File: config.mk
export PLATFORM = sky130hd
export DESIGN_NAME = mem_port_arbiter
export DESIGN_NICKNAME = d
export VERILOG_FILES = /design/src/rtl/mem_port_arbiter.sv
export SDC_FILE = /design/constraint.sdc
export NUM_CORES = 1
export LEC_CHECK = 0
export ABC_AREA = 1
export CAP_MARGIN = 20
export CORE_UTILIZATION = 37
export CTS_CLUSTER_DIAMETER = 150
export DETAILED_ROUTE_END_ITERATION = 8
export PLACE_DENSITY = 0.76
export SLEW_MARGIN = 20
export SYNTH_ARGS = -nofsm -noshare
export SYNTH_HDL_FRONTEND = slang
export SYNTH_SLANG_ARGS = --single-unit
File: constraint.sdc
create_clock -name clk -period 1.1 [get_ports clk]
set_input_delay 0.165 -clock clk [delete_from_list [all_inputs] [get_ports clk]]
set_output_delay 0.165 -clock clk [all_outputs]
set_load 0.01 [all_outputs]
File: src/rtl/mem_port_arbiter.sv
// rtl/mem_port_arbiter.sv - three-port arbiter (loader, data, fetch) onto one single-ported memory
module mem_port_arbiter #(
    parameter int ADDR_W       = 12,
    parameter int DATA_W       = 32,
    parameter int STARVE_LIMIT = 4
) (
    input  logic              clk,
    input  logic              rst,
    // instruction fetch (read-only)
    input  logic              if_req,
    input  logic [ADDR_W-1:0] if_addr,
    output logic              if_gnt,
    output logic              if_rvalid,
    output logic [DATA_W-1:0] if_rdata,
    // CPU data (read/write)
    input  logic              d_req,
    input  logic              d_we,
    input  logic [ADDR_W-1:0] d_addr,
    input  logic [DATA_W-1:0] d_wdata,
    output logic              d_gnt,
    output logic              d_rvalid,
    output logic [DATA_W-1:0] d_rdata,
    // boot/debug loader (write-only)
    input  logic              ld_req,
    input  logic [ADDR_W-1:0] ld_addr,
    input  logic [DATA_W-1:0] ld_wdata,
    output logic              ld_gnt,
    // memory macro pins
    output logic [ADDR_W-1:0] mem_addr,
    output logic              mem_re,
    output logic              mem_we,
    output logic [DATA_W-1:0] mem_wdata,
    input  logic [DATA_W-1:0] mem_rdata
);

    localparam int CNT_W = $clog2(STARVE_LIMIT + 1);
    localparam logic [CNT_W-1:0] CNT_MAX = CNT_W'(STARVE_LIMIT);

    // Winner / read-owner encoding
    localparam logic [1:0] W_NONE = 2'd0;
    localparam logic [1:0] W_IF   = 2'd1;
    localparam logic [1:0] W_D    = 2'd2;
    localparam logic [1:0] W_LD   = 2'd3;

    logic              r_if_gnt;
    logic              r_d_gnt;
    logic              r_ld_gnt;
    logic [ADDR_W-1:0] r_mem_addr;
    logic              r_mem_re;
    logic              r_mem_we;
    logic [DATA_W-1:0] r_mem_wdata;
    logic [CNT_W-1:0]  r_starve_cnt;
    logic [1:0]        r_rd_tag;
    logic              r_if_rvalid;
    logic              r_d_rvalid;
    logic [DATA_W-1:0] r_if_rdata;
    logic [DATA_W-1:0] r_d_rdata;

    logic              w_if_elig;
    logic              w_d_elig;
    logic              w_ld_elig;
    logic              w_if_promoted;
    logic [1:0]        w_win;
    logic              w_issue_re;
    logic              w_issue_we;

    // A port whose grant is showing this cycle is already served; its held req must not win again
    assign w_if_elig     = if_req & ~r_if_gnt;
    assign w_d_elig      = d_req  & ~r_d_gnt;
    assign w_ld_elig     = ld_req & ~r_ld_gnt;
    assign w_if_promoted = (r_starve_cnt >= CNT_MAX);

    // Fixed priority ld > d > if, with fetch lifted above data once it has starved long enough
    always_comb begin
        w_win = W_NONE;
        if (w_ld_elig) begin
            w_win = W_LD;
        end else if (w_if_elig && w_if_promoted) begin
            w_win = W_IF;
        end else if (w_d_elig) begin
            w_win = W_D;
        end else if (w_if_elig) begin
            w_win = W_IF;
        end
    end

    assign w_issue_re = (w_win == W_IF) || ((w_win == W_D) && !d_we);
    assign w_issue_we = (w_win == W_LD) || ((w_win == W_D) && d_we);

    // Register the winning command onto the memory pins together with its grant
    always_ff @(posedge clk) begin
        if (rst) begin
            r_if_gnt    <= 1'b0;
            r_d_gnt     <= 1'b0;
            r_ld_gnt    <= 1'b0;
            r_mem_re    <= 1'b0;
            r_mem_we    <= 1'b0;
            r_mem_addr  <= '0;
            r_mem_wdata <= '0;
        end else begin
            r_if_gnt <= (w_win == W_IF);
            r_d_gnt  <= (w_win == W_D);
            r_ld_gnt <= (w_win == W_LD);
            r_mem_re <= w_issue_re;
            r_mem_we <= w_issue_we;
            case (w_win)
                W_IF: begin
                    r_mem_addr <= if_addr;
                end
                W_D: begin
                    r_mem_addr <= d_addr;
                    if (d_we) begin
                        r_mem_wdata <= d_wdata;
                    end
                end
                W_LD: begin
                    r_mem_addr  <= ld_addr;
                    r_mem_wdata <= ld_wdata;
                end
                default: begin
                end
            endcase
        end
    end

    // Count cycles fetch was eligible but lost; saturate so promotion persists until fetch wins
    always_ff @(posedge clk) begin
        if (rst) begin
            r_starve_cnt <= '0;
        end else if ((w_win == W_IF) || !if_req) begin
            r_starve_cnt <= '0;
        end else if (w_if_elig && (r_starve_cnt < CNT_MAX)) begin
            r_starve_cnt <= r_starve_cnt + CNT_W'(1);
        end
    end

    // Single outstanding read: tag the owner at issue, turn it into rvalid one cycle later
    always_ff @(posedge clk) begin
        if (rst) begin
            r_rd_tag    <= W_NONE;
            r_if_rvalid <= 1'b0;
            r_d_rvalid  <= 1'b0;
        end else begin
            r_rd_tag    <= w_issue_re ? w_win : W_NONE;
            r_if_rvalid <= (r_rd_tag == W_IF);
            r_d_rvalid  <= (r_rd_tag == W_D);
        end
    end

    // Capture returned data so each port's rdata holds until its next rvalid
    always_ff @(posedge clk) begin
        if (rst) begin
            r_if_rdata <= '0;
            r_d_rdata  <= '0;
        end else begin
            if (r_if_rvalid) begin
                r_if_rdata <= mem_rdata;
            end
            if (r_d_rvalid) begin
                r_d_rdata <= mem_rdata;
            end
        end
    end

    assign if_gnt    = r_if_gnt;
    assign d_gnt     = r_d_gnt;
    assign ld_gnt    = r_ld_gnt;
    assign if_rvalid = r_if_rvalid;
    assign d_rvalid  = r_d_rvalid;
    // Memory data is live in the rvalid cycle; afterwards the captured copy is shown
    assign if_rdata  = r_if_rvalid ? mem_rdata : r_if_rdata;
    assign d_rdata   = r_d_rvalid  ? mem_rdata : r_d_rdata;
    assign mem_addr  = r_mem_addr;
    assign mem_re    = r_mem_re;
    assign mem_we    = r_mem_we;
    assign mem_wdata = r_mem_wdata;

endmodule

* Word level (Yosys, flattened, before mapping) *
Index checks and enable logic that the tools add are counted.

word-level totals
  bits in registers = 120
  input bits = 138
  logic and storage cells = 52

cells by class
  add/sub/neg operators = 1
  $lt $le $gt $ge = 2
  equal/unequal tests = 6
  mux-type cells = 9
  bitwise operators = 7
  reduce and logical (&&, ||, !) cells = 14

operator list
  operator                                              count
  two-way mux 32 bit                                    3
  case mux 32 bit (2 select lines)                      1
  case mux 12 bit (3 select lines)                      1
  equality test 2 bit (second input constant)           3
  two-way mux 2 bit                                     3
  equality test 2 x 1 -> 1 bit (second input constant)  2
  logical AND 1 bit                                     4
  NOT 1 bit                                             4
  OR reduction 2 bit                                    2
  adder 3 x 1 -> 3 bit (second input constant)          1
  bitwise AND 1 bit                                     3
  >= comparator 3 bit (second input constant)           1
  logical OR 1 bit                                      3
  less-than comparator 3 bit (second input constant)    1
  nonzero test 3 bit                                    1
  zero test 1 bit                                       2
  inequality test 2 bit (second input constant)         1
  AND reduction 2 bit                                   1
  nonzero test 2 bit                                    1
  two-way mux 1 bit                                     1

* Logic depth before layout (Yosys ltp) *
Gate-level depths: netlist (run 1).

  word-level depth = 11
  gate-level depth with buffers = 9
  gate-level depth less buffers = 7

* Worst setup path before layout (run 1) *
OpenSTA, ideal clock, no wires.

  path type = register to register
  from = reg r_if_gnt, in the netlist if_gnt
  to = reg r_mem_re, in the netlist mem_re
  arrival = 1.057 ns
  path slack = -0.080 ns
  cell stages (with the launch flop) = 7
  buffers on the path = 0
  clock period less this slack = 1.180 ns
  cells stage by stage = dfxtp_1 inv_1 nand2_2 inv_1 nand3_1 nor2_1 or2_2

on the way
  word-level cells in the longest chain between the ends = 9
  elaborated cells between the ends (all ways) = 11

ends and longest elaborated chain
  element                 RTL line  text
  from (decl)             45        logic r_if_gnt;
  from (signal assigned)  101       r_if_gnt <= (w_win == W_IF);
  NOT 1 bit (*)           68        assign w_if_elig = if_req & ~r_if_gnt;
  bitwise AND 1 bit (*)   68
  two-way mux 1 bit       82        end else if (w_if_elig) begin
  two-way mux 2 bit       80        end else if (w_d_elig) begin
  two-way mux 2 bit (*)   78        end else if (w_if_elig && w_if_promoted) begin
  two-way mux 2 bit (*)   76        if (w_ld_elig) begin
  equality test 2 bit     87        assign w_issue_re = (w_win == W_IF) || ((w_win == W_D) && !d_we);
  logical AND 1 bit       87
  logical OR 1 bit (*)    87
  to (signal assigned)    104       r_mem_re <= w_issue_re;
  to (decl)               49        logic r_mem_re;

Mark *: on every way between the ends. The rest lies on a longest branch, timed or not.
A chain may end at the register's enable or synchronous reset.

* Worst setup path after layout (run 1) *
  from = reg r_d_rvalid, in the netlist d_rvalid
  to = out d_rdata[31]

on the way
  word-level cells in the longest chain between the ends = 1

ends and longest elaborated chain
  element                 RTL line  text
  from (decl)             55        logic r_d_rvalid;
  from (signal assigned)  146       r_d_rvalid <= (r_rd_tag == W_D);
  two-way mux 32 bit      -
  to (decl)               22        output logic [DATA_W-1:0] d_rdata,

Every way passes these cells.

==> results of run 1 <==
-- report_power, final --
part           leakage, nW  switching [mW]  internal (mW)
sequential           0.987           0.128           4.57
clock                0.256            2.04           3.10
combinational         4.35            1.62           1.63
total                 5.59            3.79           9.29
-- worst max-delay path by stage --
stage / startpoint / slack, ps / endpoint / cells past startpoint
final: d_rvalid / -540 / d_rdata[31] / 6
after global routing: d_rvalid / -570 / d_rdata[31] / 6
after CTS: d_rvalid / -500 / d_rdata[18] / 6
after detailed placement: mem_rdata[19] / -500 / if_rdata[19] / 4
after global placement: mem_rdata[19] / -500 / if_rdata[19] / 4
after floorplan: d_rvalid / -50 / d_rdata[10] / 4
-- flip-flops by register name, summed over array words and instances, names as in the netlist --
register,count
mem_we,1
ld_gnt,1
mem_re,1
if_gnt,1
r_rd_tag,2
d_rvalid,1
d_gnt,1
if_rvalid,1
mem_addr,12
mem_wdata,32
r_starve_cnt,3
r_d_rdata,32
r_if_rdata,32
-- layout make-up --
class / count / share of cell area [%]
clock inverter: 10 / 0.722
timing repair buffer: 406 / 37.2
tap: 180 / 1.97
multi-input combinational: 588 / 33.7
sequential: 120 / 21.3
inverter: 23 / 1.26
clock buffer: 19 / 3.87
-- cells in the mapped netlist --
cell,instances
a21oi_1,67
buf_1,1
buf_2,23
buf_4,7
buf_6,5
buf_8,1
clkbuf_1,13
dfxtp_1,120
ha_1,1
inv_1,21
inv_4,2
nand2_1,342
nand2_2,2
nand2_4,2
nand3_1,16
nand3_2,2
nand3_4,1
nand4_1,24
nor2_1,84
nor2_2,10
nor2_4,1
nor3_1,2
o21bai_1,32
or2_0,1
or2_2,1
-- critical path: cells and delay by family, from the launching register on --
kind | cells | cell delay (ps)
buf+inv | 4 | 550
flops | 1 | 380
simple gates | 2 | 140
-- through the flow --
step,utilization (%),std cells
after global routing,81.5,1346
after floorplan,-,781
after detailed placement,61.3,1246
after global placement,61.3,1246
after CTS,72.4,1324
final,81.5,1346
-- per-layer routing --
metal	track usage [%]	share of wire, %	vias to the layer above
met5	0	0	-
met4	16.5	6.9	0
met3	6.74	7.7	145
met2	52.2	52	480
met1	27.6	33	3360
li1	-	-	3239
-- kinds of logic (layout without fill, tap and decap cells) --
| logic type | after synthesis | after routing | synth area share (%) |
|---|---|---|---|
| flops | 120 | 120 | 44.7 |
| compound gates | 99 | 99 | 10.7 |
| buf+inv | 73 | 458 | 7.13 |
| simple gates | 488 | 488 | 37.2 |
| fa+ha+maj | 1 | 1 | 0.233 |
-- repair_timing --
item	in CTS	in global routing
hold buffers	1	0
pin swaps	71	132
gates resized for setup	581	401
gates cloned	20	5
hold endpoints to repair	2	0
buffers inserted	28	30
endpoints found under the setup margin	164	138
==> impl_metrics.env, run 1 <==
export IMPL_worst_hold_path_type="in -> reg"
export IMPL_drv_slew=0
export IMPL_reg2regPathDepth=10
export IMPL_path_common_cell="buf_12"
export IMPL_first_iter_violations=520
export IMPL_ys_types=25
export IMPL_antenna_found_initial=0
export IMPL_yosys_warnings=0
export IMPL_worstSetupPathType="reg -> out"
export IMPL_htreeDepth=4
export IMPL_grt_setup_unrepaired="true"
export IMPL_dp_hpwl_um=12200
export IMPL_hold_end="r_starve_cnt[1]"
export IMPL_grt_first_pass_wirelength_um=31800
export IMPL_fp_dieArea_sq_um=15000
export IMPL_avgRoutedWirePerCell_um=20.0
export IMPL_irDropWorstVdd_v=0.00106
export IMPL_cts_sink_count=120
export IMPL_grt_pass1_vias=6502
export IMPL_r2r_start="ld_gnt"
export IMPL_start_util_pct=38.3
export IMPL_synth_top_area_share_pct=44.7
export IMPL_fmax_ghz=0.609
export IMPL_postRouteAntennaNets=0
export IMPL_powerDensity_nw_per_um2=1140
export IMPL_tns_ps=-39650
export IMPL_period_share_pct=149
export IMPL_hold_start="if_req"
export IMPL_critPathMaxFanout=6
export IMPL_nFillCells=767
export IMPL_cts_made_buffers=17
export IMPL_min_period_ps=1640
export IMPL_critPathCaptureType="output pin"
export IMPL_setup_ws_ps=-542
export IMPL_clk_pin_slew_ps=50
export IMPL_synth_largest_area_cell="dfxtp_1"
export IMPL_drive_gt1_share_pct=51.0
export IMPL_cp_slowest_stage_delay_ps=380
export IMPL_cts_tree="done"
export IMPL_num_nets_final=1295
export IMPL_antenna_cells=0
export IMPL_timing_slew_headroom_pct=75.1
export IMPL_synth_area_leaders="dfxtp_1 45%, nand2_1 24%, a21oi_1 6.2%"
export IMPL_p_leak_nw=5.59
export IMPL_postLayoutCellArea_sq_um=11400
export IMPL_final_common_cell="clkdlybuf4s50_1"
export IMPL_coreArea_sq_um=14000
export IMPL_hold_slack_ps=391
export IMPL_clockRootBuffer="clkbuf_16"
export IMPL_track_usage_pct=27.9
export IMPL_worstPathCellList="buf_12 -> buf_16 -> buf_12 -> nand2_4 -> nand2_2 -> buf_6"
export IMPL_gp_congestion=0.832
export IMPL_fp_dieW_um=122
export IMPL_clock_path_buffers=2
export IMPL_post_dp_cell_area_sq_um=8600
export IMPL_r2r_end="mem_addr[0]"
export IMPL_avgSynthCellArea_sq_um=6.88
export IMPL_holdPathStages=4
export IMPL_drtPass1Iterations=5
export IMPL_crit_arrival_ps=1480
export IMPL_die_h_um=122
export IMPL_drc=0
export IMPL_pin_count=253
export IMPL_p_total_mw=13.1
export IMPL_synth_area_sq_um=5370
export IMPL_syn_inst=781
export IMPL_finClkSkew_ps=11.5
export IMPL_critical_path_required_ps=940
export IMPL_multi_input_area_sq_um=3860
export IMPL_layout_common_cells="135 x clkdlybuf4s50_1, 134 x nand2_1, 111 x nand2_2, 104 x dfxtp_1, 99 x nand2_4"
export IMPL_clkLatencyLatePin_ps=410
export IMPL_tightestPinTransition_ps=372
export IMPL_ys_ff_latch=120
export IMPL_setup_viol=130
export IMPL_grt_max_degree=52
export IMPL_wirelength_um=26900
export IMPL_synth_nets=920
export IMPL_post_place_ws_ps=-501
export IMPL_yosysSeqAreaShare_pct=44.7
export IMPL_num_rows=43
export IMPL_status="finished, violations left"
export IMPL_viasPerCell=5.37
export IMPL_cap_violations=0
export IMPL_finalHoldViolations=0
export IMPL_ff_latch_area_sq_um=2430
export IMPL_rrSetupSlack_ps=-420
export IMPL_cp_start_kind="flip-flop"
export IMPL_violations="setup timing"
export IMPL_layout_area_overhead_vs_synth_pct=113
export IMPL_portBuffers=252
export IMPL_vias=7224
export IMPL_slowest_stage="dfxtp_4"
export IMPL_overflow=0
Note: power is estimated with default switching activity, not from simulation.
==> inputs of run 2 (changes only) <==
GPL_TIMING_DRIVEN = 0   (was unset)
==> impl_metrics.env, run 2 (synthesis results as in run 1) <==
export IMPL_status="finished, violations left"
export IMPL_violations="setup timing"
export IMPL_critPathCaptureType="output pin"
export IMPL_cp_start_kind="flip-flop"
export IMPL_avgRoutedWirePerCell_um=17.5
export IMPL_die_h_um=122
export IMPL_grt_pass1_vias=6507
export IMPL_num_nets_final=1268
export IMPL_cts_sink_count=120
export IMPL_final_common_cell="nand2_1"
export IMPL_powerDensity_nw_per_um2=1220
export IMPL_track_usage_pct=28.3
export IMPL_timing_slew_headroom_pct=72.7
export IMPL_irDropWorstVdd_v=0.00108
export IMPL_grt_max_degree=17
export IMPL_multi_input_area_sq_um=3650
export IMPL_wirelength_um=23200
export IMPL_finalHoldViolations=0
export IMPL_first_iter_violations=369
export IMPL_fmax_ghz=0.604
export IMPL_placed_cells=1213
export IMPL_drtPass1Iterations=5
export IMPL_grt_first_pass_wirelength_um=32200
export IMPL_drv_slew=0
export IMPL_tightestPinTransition_ps=410
export IMPL_postRouteAntennaNets=0
export IMPL_critical_path_required_ps=940
export IMPL_cap_violations=0
export IMPL_layout_area_overhead_vs_synth_pct=101
export IMPL_vias=6740
export IMPL_antenna_cells=0
export IMPL_cp_startpoint="if_rvalid"
export IMPL_dp_hpwl_um=13100
export IMPL_portBuffers=252
export IMPL_setup_ws_ps=-556
export IMPL_p_total_mw=13.1
export IMPL_rrSetupSlack_ps=-370
export IMPL_num_rows=43
export IMPL_gp_congestion=0.828
export IMPL_post_dp_cell_area_sq_um=8150
export IMPL_htreeDepth=4
export IMPL_drive_gt1_share_pct=45.8
export IMPL_ff_latch_area_sq_um=2420
export IMPL_cts_made_buffers=17
export IMPL_finClkSkew_ps=10.6
export IMPL_clkLatencyLatePin_ps=420
export IMPL_critPathMaxFanout=8
export IMPL_overflow=0
export IMPL_viasPerCell=5.11
export IMPL_fp_dieW_um=122
export IMPL_cts_tree="done"
export IMPL_crit_arrival_ps=1490
export IMPL_hold_start="rst"
export IMPL_min_period_ps=1660
export IMPL_start_util_pct=38.3
export IMPL_antenna_found_initial=0
export IMPL_setup_viol=121
export IMPL_clockRootBuffer="clkbuf_16"
export IMPL_fin_util_pct=77.0
export IMPL_layout_common_cells="175 x nand2_1, 135 x clkdlybuf4s50_1, 113 x nand2_2, 109 x dfxtp_1, 80 x buf_2"
export IMPL_worstSetupPathType="reg -> out"
export IMPL_fp_dieArea_sq_um=15000
export IMPL_r2r_start="ld_gnt"
export IMPL_nFillCells=915
export IMPL_clk_pin_slew_ps=50
export IMPL_period_share_pct=151
export IMPL_postLayoutCellArea_sq_um=10800
export IMPL_coreArea_sq_um=14000
export IMPL_p_leak_nw=5.06
export IMPL_clock_path_buffers=2
export IMPL_pin_count=253
export IMPL_worst_hold_path_type="in -> reg"
export IMPL_layoutNonFillerInstCount=1320
export IMPL_grt_setup_unrepaired="true"
export IMPL_drc=0
-- run 2: critical path, stage by stage (launching register included) --
cell,delay (ps)
dfxtp_2,350
buf_8,150
clkinv_8,100
buf_8,140
buf_6,110
nand2_4,50
nand2_2,60
buf_6,120
-- run 2: area by class of cell --
class,count,area share [%]
multi-input cells,588,33.8
repair buffers,328,29.5
flip-flops and latches,120,22.4
plain buffers,49,5.43
clock buffers,17,3.94
well taps,180,2.08
inverters,23,1.41
clock inverters,13,1.24
repair inverters,2,0.208
-- run 2: worst paths after layout --
kind,cells after the start,end
worst min-delay path,2,r_rd_tag[1]
worst max-delay path,7,if_rdata[30]
worst max register to register,10,mem_addr[1]
worst min register to register,1,d_rvalid
-- run 2: routing by layer --
| layer | vias to the layer above | track usage, % | routed length, um |
|---|---|---|---|
| met2 | 336 | 52.9 | 12200 |
| met1 | 3154 | 28.8 | 8260 |
| met3 | 70 | 6.97 | 1770 |
| met4 | 0 | 14.3 | 905 |
| li1 | 3180 | - | - |
| met5 | - | 0 | 0 |
-- run 2: stage by stage --
step / hold WS (ps) / setup WS, ps / TNS, ps
floorplan: 249 / -50.3 / -2170
finish: 286 / -556 / -42110
detailed placement: 427 / -779 / -105750
global placement: 432 / -756 / -103950
CTS: 267 / -527 / -38630
global route: 298 / -583 / -47030
-- run 2: where the power goes --
group          internal, mW  switching, mW  leakage (nW)  total [mW]
clock network          3.29           2.04         0.270        5.33
registers              4.57          0.117         0.985        4.69
logic                  1.60           1.53          3.81        3.12
total                  9.46           3.68          5.06        13.1
-- run 2: repair_timing --
| item | CTS | global route |
|---|---|---|
| hold buffers | 0 | 0 |
| cloned | 24 | 2 |
| endpoints found under the setup margin | 234 | 135 |
| pin swaps | 65 | 75 |
| buffers inserted | 48 | 19 |
| gates resized for setup | 782 | 191 |
==> inputs of run 3 (changes only) <==
CELL_PAD_IN_SITES_DETAIL_PLACEMENT = 0   (was unset)
CELL_PAD_IN_SITES_GLOBAL_PLACEMENT = 1   (was unset)
CORE_UTILIZATION = 25   (was 37)
==> impl_metrics.env, run 3 (synthesis results as in run 1) <==
export IMPL_cp_start_kind="flip-flop"
export IMPL_status="finished, violations left"
export IMPL_path_buf_inv=4
export IMPL_critPathCaptureType="output pin"
export IMPL_track_usage_pct=19.6
export IMPL_cts_made_buffers=17
export IMPL_clock_path_buffers=2
export IMPL_start_util_pct=25.6
export IMPL_clkLatencyLatePin_ps=410
export IMPL_pin_count=253
export IMPL_worst_hold_path_type="in -> reg"
export IMPL_clk_pin_slew_ps=60
export IMPL_grt_setup_unrepaired="true"
export IMPL_htreeDepth=4
export IMPL_num_rows=53
export IMPL_wirelength_um=21700
export IMPL_num_nets_final=1254
export IMPL_grt_pass1_vias=6142
export IMPL_cp_slowest_stage_delay_ps=340
export IMPL_p_leak_nw=5.02
export IMPL_p_seq_share_pct=34.1
export IMPL_fmax_ghz=0.628
export IMPL_cts_sink_count=120
export IMPL_irDropWorstVdd_v=0.000814
export IMPL_reg2regPathDepth=8
export IMPL_critPathTopFamily="buffers and inverters"
export IMPL_grt_first_pass_wirelength_um=33200
export IMPL_switching_share_pct=25.7
export IMPL_coreArea_sq_um=21000
export IMPL_setup_ws_ps=-491
export IMPL_drc=0
export IMPL_drive_gt1_share_pct=39.9
export IMPL_path_common_cell="buf_12"
export IMPL_vias=6280
export IMPL_cts_tree="done"
export IMPL_finClkSkew_ps=7.74
export IMPL_first_iter_violations=188
export IMPL_fp_dieArea_sq_um=22100
export IMPL_portBuffers=252
export IMPL_avgRoutedWirePerCell_um=15.5
export IMPL_rrSetupSlack_ps=-240
export IMPL_layout_area_overhead_vs_synth_pct=97.7
export IMPL_placed_cells=1308
export IMPL_cp_startpoint="d_rvalid"
export IMPL_internal_power_mw=10.2
export IMPL_antenna_found_initial=0
export IMPL_antenna_cells=0
export IMPL_cap_violations=0
export IMPL_final_common_cell="nand2_1"
export IMPL_powerDensity_nw_per_um2=1290
export IMPL_finalHoldViolations=0
export IMPL_endpoint="d_rdata[10]"
export IMPL_timing_slew_headroom_pct=66.8
export IMPL_min_period_ps=1590
export IMPL_switching_power_mw=3.53
export IMPL_drv_slew=0
export IMPL_fin_util_pct=50.5
export IMPL_worstPathCellList="buf_12 -> buf_12 -> clkbuf_16 -> nand2_4 -> nand2_2 -> buf_6"
export IMPL_gp_congestion=0.784
export IMPL_postRouteAntennaNets=0
export IMPL_worstSetupPathType="reg -> out"
export IMPL_dp_hpwl_um=14500
export IMPL_critPathMaxFanout=5
export IMPL_fp_dieW_um=149
export IMPL_tightestPinTransition_ps=498
export IMPL_hold_slack_ps=321
export IMPL_crit_cells=6
export IMPL_die_h_um=149
export IMPL_drtPass1Iterations=4
export IMPL_slowest_stage="dfxtp_2"
export IMPL_overflow=0
export IMPL_period_share_pct=145
export IMPL_violations="setup timing"
export IMPL_setup_viol=120
export IMPL_viasPerCell=4.48
export IMPL_layout_common_cells="233 x nand2_1, 136 x clkdlybuf4s50_1, 105 x dfxtp_1, 79 x buf_2, 64 x nand2_2"
export IMPL_clockRootBuffer="clkbuf_16"
export IMPL_grt_max_degree=17
export IMPL_combPwrFrac_pct=20.8
export IMPL_r2r_start="d_gnt"
export IMPL_layoutNonFillerInstCount=1403
export IMPL_r2r_end="mem_addr[5]"
export IMPL_clkPwrFrac_pct=45.1
export IMPL_critical_path_required_ps=940
export IMPL_crit_arrival_ps=1430
## run 3: changes by cell type in the layout (fill, tap and decap cells not counted), sizes merged
cell           delta
clkdlybuf4s50     +1
dlygate4sd2       -1
bufbuf            -1
clkinv            -5
buf               -1
clkbuf            +2
bufinv            +3
clkdlybuf4s15     -9
clkinvlp          -1
## run 3: timing repair
item                                   4_1_cts  5_1_grt
pin swaps                                   50       44
setup buffers                               40        9
endpoints found under the hold margin        0        0
cloned                                      17        2
setup endpoints to repair                  234      161
gates resized for setup                    703      197
hold buffers                                 0        0
## run 3: how the worst min path moves through the flow
stage	slack, ps	cells past startpoint	from	end
floorplan	250	1	rst	r_rd_tag[1]
global route	330	2	rst	r_rd_tag[1]
finish	320	2	rst	r_rd_tag[1]
CTS	310	2	rst	r_rd_tag[1]
detailed placement	420	1	r_rd_tag[0]	d_rvalid
global placement	410	1	r_rd_tag[0]	d_rvalid
## run 3: layer usage
layer	track usage, %	wire length [um]
met3	5.77	1640
met5	0	0
met4	6.19	337
met2	34.1	10700
met1	23.1	8970
## run 3: power groups by stage
stage	combinational [mW]	sequential [mW]	clock (mW)
after floorplan	0.887	4.83	0
after global placement	2.23	4.75	0
after detailed placement	2.23	4.76	0
after CTS	2.65	4.67	6.32
after global routing	3.09	4.70	6.52
final	2.86	4.68	6.20
## run 3: through the flow
step | setup TNS (ps) | worst slack (ps) | power (mW) | instance area [sq um]
floorplan | -2170 | -50.3 | 5.71 | 5400
global placement | -113520 | -837 | 6.99 | 8270
detailed placement | -114730 | -843 | 6.99 | 8270
CTS | -39030 | -531 | 13.6 | 9950
global route | -46260 | -540 | 14.3 | 10600
finish | -37900 | -491 | 13.7 | 10600
## run 3: cell type report
type | count | area [sq um]
Timing Repair Buffer | 316 | 3040
Tap cell | 275 | 344
Clock inverter | 12 | 198
Buffer | 49 | 602
Multi-Input combinational cell | 588 | 3410
Inverter | 23 | 145
Fill cell | 2025 | 10400
Sequential cell | 120 | 2430
Clock buffer | 20 | 457
